$ cat config.mk
export PLATFORM = sky130hd
export DESIGN_NAME = mem_port_arbiter
export DESIGN_NICKNAME = d
export VERILOG_FILES = /design/src/rtl/mem_port_arbiter.sv
export SDC_FILE = /design/constraint.sdc
export NUM_CORES = 1
export LEC_CHECK = 0
export CAP_MARGIN = 0
export CORE_MARGIN = 5
export CORE_UTILIZATION = 35
export CTS_CLUSTER_SIZE = 8
export DETAILED_ROUTE_END_ITERATION = 8
export GPL_ROUTABILITY_DRIVEN = 1
export MAX_ROUTING_LAYER = met4
export PLACE_DENSITY = 0.79
export SKIP_CTS_REPAIR_TIMING = 1
export SLEW_MARGIN = 10
export SYNTH_ARGS = -nofsm -noshare
export SYNTH_HDL_FRONTEND = slang
export SYNTH_SLANG_ARGS = --single-unit
$ cat constraint.sdc
create_clock -name clk -period 2 [get_ports clk]
set_input_delay 0.6 -clock clk [delete_from_list [all_inputs] [get_ports clk]]
set_output_delay 0.6 -clock clk [all_outputs]
set_load 0.01 [all_outputs]
$ cat src/rtl/mem_port_arbiter.sv
// Shares one single-ported, variable-latency memory between the instruction-fetch (IF)
// and data-memory (DM) ports: DM has priority, IF is guaranteed progress by a starve counter.
module mem_port_arbiter #(
    parameter int unsigned ADDR_W     = 32,
    parameter int unsigned DATA_W     = 32,
    parameter int unsigned STARVE_MAX = 4
) (
    input  logic                clk,
    input  logic                rst,
    input  logic                if_req_i,
    input  logic [ADDR_W-1:0]   if_addr_i,
    output logic [DATA_W-1:0]   if_rdata_o,
    output logic                if_ack_o,
    input  logic                dm_req_i,
    input  logic                dm_we_i,
    input  logic [ADDR_W-1:0]   dm_addr_i,
    input  logic [DATA_W-1:0]   dm_wdata_i,
    input  logic [DATA_W/8-1:0] dm_be_i,
    output logic [DATA_W-1:0]   dm_rdata_o,
    output logic                dm_ack_o,
    output logic                mem_req_o,
    output logic                mem_we_o,
    output logic [ADDR_W-1:0]   mem_addr_o,
    output logic [DATA_W-1:0]   mem_wdata_o,
    output logic [DATA_W/8-1:0] mem_be_o,
    input  logic [DATA_W-1:0]   mem_rdata_i,
    input  logic                mem_ack_i,
    output logic                busy_o
);

    localparam logic [3:0] StarveMax = 4'(STARVE_MAX);

    typedef enum logic [1:0] {StIdle, StGntIf, StGntDm} state_e;

    state_e                state_q, state_d;
    logic [3:0]            starve_cnt_q, starve_cnt_d;
    logic                  mem_req_q, mem_req_d;
    logic                  mem_we_q, mem_we_d;
    logic [ADDR_W-1:0]     mem_addr_q, mem_addr_d;
    logic [DATA_W-1:0]     mem_wdata_q, mem_wdata_d;
    logic [DATA_W/8-1:0]   mem_be_q, mem_be_d;

    always_comb begin
        state_d      = state_q;
        starve_cnt_d = starve_cnt_q;
        mem_req_d    = mem_req_q;
        mem_we_d     = mem_we_q;
        mem_addr_d   = mem_addr_q;
        mem_wdata_d  = mem_wdata_q;
        mem_be_d     = mem_be_q;
        unique case (state_q)
            StIdle: begin
                // DM wins a conflict unless IF has already lost StarveMax times in a row.
                if (dm_req_i && (!if_req_i || starve_cnt_q != StarveMax)) begin
                    state_d     = StGntDm;
                    mem_req_d   = 1'b1;
                    mem_we_d    = dm_we_i;
                    mem_addr_d  = dm_addr_i;
                    mem_wdata_d = dm_wdata_i;
                    mem_be_d    = dm_be_i;
                    if (if_req_i && starve_cnt_q != StarveMax) begin
                        starve_cnt_d = starve_cnt_q + 4'd1;
                    end
                end else if (if_req_i) begin
                    state_d      = StGntIf;
                    starve_cnt_d = 4'd0;
                    mem_req_d    = 1'b1;
                    mem_we_d     = 1'b0;
                    mem_addr_d   = if_addr_i;
                    mem_be_d     = '1;
                end
            end
            StGntIf, StGntDm: begin
                if (mem_ack_i) begin
                    state_d   = StIdle;
                    mem_req_d = 1'b0;
                end
            end
            default: begin
                state_d   = StIdle;
                mem_req_d = 1'b0;
            end
        endcase
    end

    always_ff @(posedge clk) begin
        if (rst) begin
            state_q      <= StIdle;
            starve_cnt_q <= 4'd0;
            mem_req_q    <= 1'b0;
            mem_we_q     <= 1'b0;
            mem_addr_q   <= '0;
            mem_wdata_q  <= '0;
            mem_be_q     <= '0;
        end else begin
            state_q      <= state_d;
            starve_cnt_q <= starve_cnt_d;
            mem_req_q    <= mem_req_d;
            mem_we_q     <= mem_we_d;
            mem_addr_q   <= mem_addr_d;
            mem_wdata_q  <= mem_wdata_d;
            mem_be_q     <= mem_be_d;
        end
    end

    // Port acks are combinational on mem_ack_i so zero-wait memory completes in one cycle.
    assign if_ack_o    = (state_q == StGntIf) && mem_ack_i;
    assign dm_ack_o    = (state_q == StGntDm) && mem_ack_i;
    assign if_rdata_o  = if_ack_o ? mem_rdata_i : '0;
    assign dm_rdata_o  = dm_ack_o ? mem_rdata_i : '0;
    assign mem_req_o   = mem_req_q;
    assign mem_we_o    = mem_we_q;
    assign mem_addr_o  = mem_addr_q;
    assign mem_wdata_o = mem_wdata_q;
    assign mem_be_o    = mem_be_q;
    assign busy_o      = (state_q != StIdle);

endmodule

==> results.tsv <==
stage	metric	value	unit
hold_path	worst min path class	reg2reg	
placed_design	port bufs	274	
power	total power	0.00447	W
timing	max_slew headroom	0.591	
critical_path	critical path cell sequence	buf_4 > ha_4 > clkbuf_16 > and3_1 > clkbuf_2	
critical_path	worst setup path endpoint	dm_rdata_o[8]	
critical_path	CP Launch Type	register	
detailed_routing	Residual DRC	0	
cells_and_area	Inserted Diodes	0	
floorplan	I/O pin total	275	
critical_path	WS Path Type	reg2out	
critical_path	WP data required	1.40	ns
critical_path	r2r setup slk	0.15	ns
clocking	insertion delay to the later sink of the worst-skew pair	0.33	ns
timing	Worst-Margin Slew	0.613	ns
grt	Congestion Overflow GR	0	
cells_and_area	Net count, final	893	
critical_path	Worst Setup End Kind	primary output	
timing	Max Transition Viols Final	0	
floorplan	die width	114	µm
critical_path	CP max stage cell	dfxtp_2	
critical_path	CP bufs+invs	3	
grt	vias in the first global route	4538	
logic_synthesis	asr flop ratio synth	0	
logic_synthesis	Yosys top cell area share	0.404	
timing	Fmax achieved	494	MHz
detailed_routing	antenna-violating nets left	0	
grt	Total GRT Usage	0.242	
clocking	CTS buffer count	9	
power	Leak	2.95	nW
logic_synthesis	Post-synth EDFFs	0	
cells_and_area	layout cells sized above 1	0.198	
timing	RSZ-0062 raised after global routing	yes	
logic_synthesis	most common cell in the synthesized netlist	dfxtp_1	
cells_and_area	synthesis-to-finish area growth	85.6	%
timing	Setup WS post-layout	-0.0246	ns
grt	grt met2 use	0.395	
detailed_routing	via count	4846	
clocking	CTS root buffer	clkbuf_8	
logic_synthesis	leading area contributor after synthesis	dfxtp_1	
floorplan	DIE HEIGHT	114	µm
grt	largest net degree at the start of global routing	57	
flow_run	max-cap viol count	0	
timing	# setup viols final	20	
cells_and_area	fillers	875	
logic_synthesis	synth warn	0	
floorplan	Cell Rows	37	
critical_path	Arr. time, crit path	1.42	ns
critical_path	worst r2r path cells	6	
clocking	CTS sink count	76	
timing	Final Hold Viols	0	
clocking	CTS tree	done	
grt	initial antenna violation count	0	
logic_synthesis	Unique masters post-synth	34	
detailed_routing	Initial DRT Pass Iterations	5	
power	P per Cell Area	640	nW/µm²
logic_synthesis	cell count after synthesis	488	
grt	met1 usage	0.301	
detailed_routing	post-DR vias/cell	5.45	
run_status	failing checks	setup timing	
critical_path	cell family with most CP delay	buffers and inverters	
run_status	outcome	finished, violations left	
logic_synthesis	Synth Flop Type	dfxtp_1	
logic_synthesis	post-synthesis sequential area ratio	0.404	
logic_synthesis	post-synthesis cell area	3770	µm²
placed_design	pre-CTS WS	-0.711	ns
critical_path	CP Max Fanout	8	
logic_synthesis	top post-synthesis cells by count	76 x dfxtp_1, 66 x nand3_1, 64 x and3_1	
power	Worst VDD drop	0.372	mV
floorplan	initial core utilization	0.362	
placed_design	hpwl dp	12300	µm
placed_design	Routability Congestion	0.924	
logic_synthesis	Synth Net Count	631	
critical_path	Worst R2R End	starve_cnt_q[3]	
clocking	Worst-path clk slew	0.08	ns
floorplan	area of the core	10400	µm²
logic_synthesis	Syn Area/Cell	7.72	µm²
clocking	htree depth	3	
critical_path	Setup crit start	state_q[1]	
logic_synthesis	largest cells by area after synthesis	dfxtp_1 40%, and3_1 11%, nand3_1 8.8%	
timing	skew final	0.00605	ns
grt	GRT Max-Usage Layer	met2	
detailed_routing	Routed WL	16800	µm
critical_path	number of cells on the critical path	5	
detailed_routing	Routed WL per cell	18.9	µm
timing	fin crit share	1.01	
detailed_routing	Iter 0 DRT Violations	517	
critical_path	CP max stage delay	0.34	ns
grt	first-pass GRT wire length	24800	µm
clocking	CTS max path bufs	2	
logic_synthesis	#FFs+latches synth	76	
cells_and_area	final core utilization	0.671	
critical_path	reg2reg start	starve_cnt_q[0]	
grt	met3 GRT Util	0.0631	
floorplan	Die ar.	12900	µm²
timing	Tmin final	2.02	ns
-- stage by stage --
step | instance area, µm² | TNS [ns] | instances | hold slack (ns)
floorplan | 3770 | 0 | 488 | 0.462
global placement | 6780 | -43.97 | 869 | 0.455
detailed placement | 6780 | -48.87 | 869 | 0.465
CTS | 6980 | -43.49 | 883 | 0.476
global route | 6990 | -3.39 | 889 | 0.513
finish | 6990 | -0.165 | 889 | 0.475
-- kinds of logic after synthesis --
family	Yosys count	share of synthesized area
AOI/OAI and AO/OA	141	0.222
adders and majority gates	5	0.0166
buffers and inverters	67	0.0734
DFF	76	0.404
and+or+nand+nor	199	0.284
-- power breakdown --
part	switching, W	leakage [nW]	internal [W]	total, W
logic	0.000650	2.22	0.000828	0.00148
registers	0.0000851	0.628	0.00167	0.00176
clock network	0.000550	0.105	0.000687	0.00124
total	0.00129	2.95	0.00319	0.00447
-- registers in the layout, summed over array words and instances, names as in the netlist --
signal / flops
mem_wdata_o: 32
mem_we_o: 1
state_q: 2
mem_addr_o: 32
mem_req_o: 1
starve_cnt_q: 4
mem_be_o: 4
-- tightest hold or removal path, stage by stage (launching register included) --
cell and delay, ns:
dfxtp_1 0.31, o21ai_0 0.06, a21oi_1 0.06
-- area by class of cell --
cell class,count,area [µm²],share of cell area
clock buffer,9,124,0.0177
sequential,76,1520,0.218
inverter,6,22.5,0.00322
tap,136,170,0.0243
clock inverter,5,78.8,0.0113
timing repair buffer,312,2990,0.427
multi-input combinational,345,2080,0.298
-- layer usage --
metal | wire length (µm) | vias to the layer above
li1 | - | 2311
met1 | 7080 | 2298
met2 | 8080 | 215
met4 | 251 | 0
met3 | 1410 | 22
met5 | 0 | -
-- worst min-delay path by stage --
stage                       to       startpoint  slack, ns  depth (start not counted)
2_1_floorplan  starve_cnt_q[1]  starve_cnt_q[1]       0.46                          2
3_5_place_dp    mem_wdata_o[5]   mem_wdata_o[5]       0.47                          2
5_1_grt        mem_wdata_o[23]  mem_wdata_o[23]       0.51                          2
6_report        mem_wdata_o[5]   mem_wdata_o[5]       0.48                          2
3_3_place_gp          mem_we_o         mem_we_o       0.45                          2
4_1_cts         mem_wdata_o[5]   mem_wdata_o[5]       0.48                          2
-- placed cells by master (no fill, tap or decap), drive strengths merged, types with 5 or more instances in the layout --
master           n
o21ai           67
dfxtp           76
a311oi          32
clkdlybuf4s50  200
nand3           66
ha               5
clkbuf          57
inv              6
dlymetal6s2s     5
nand2            6
nor2            36
and3            64
a21oi           38
buf             59
(Power assumes the default switching activity.)
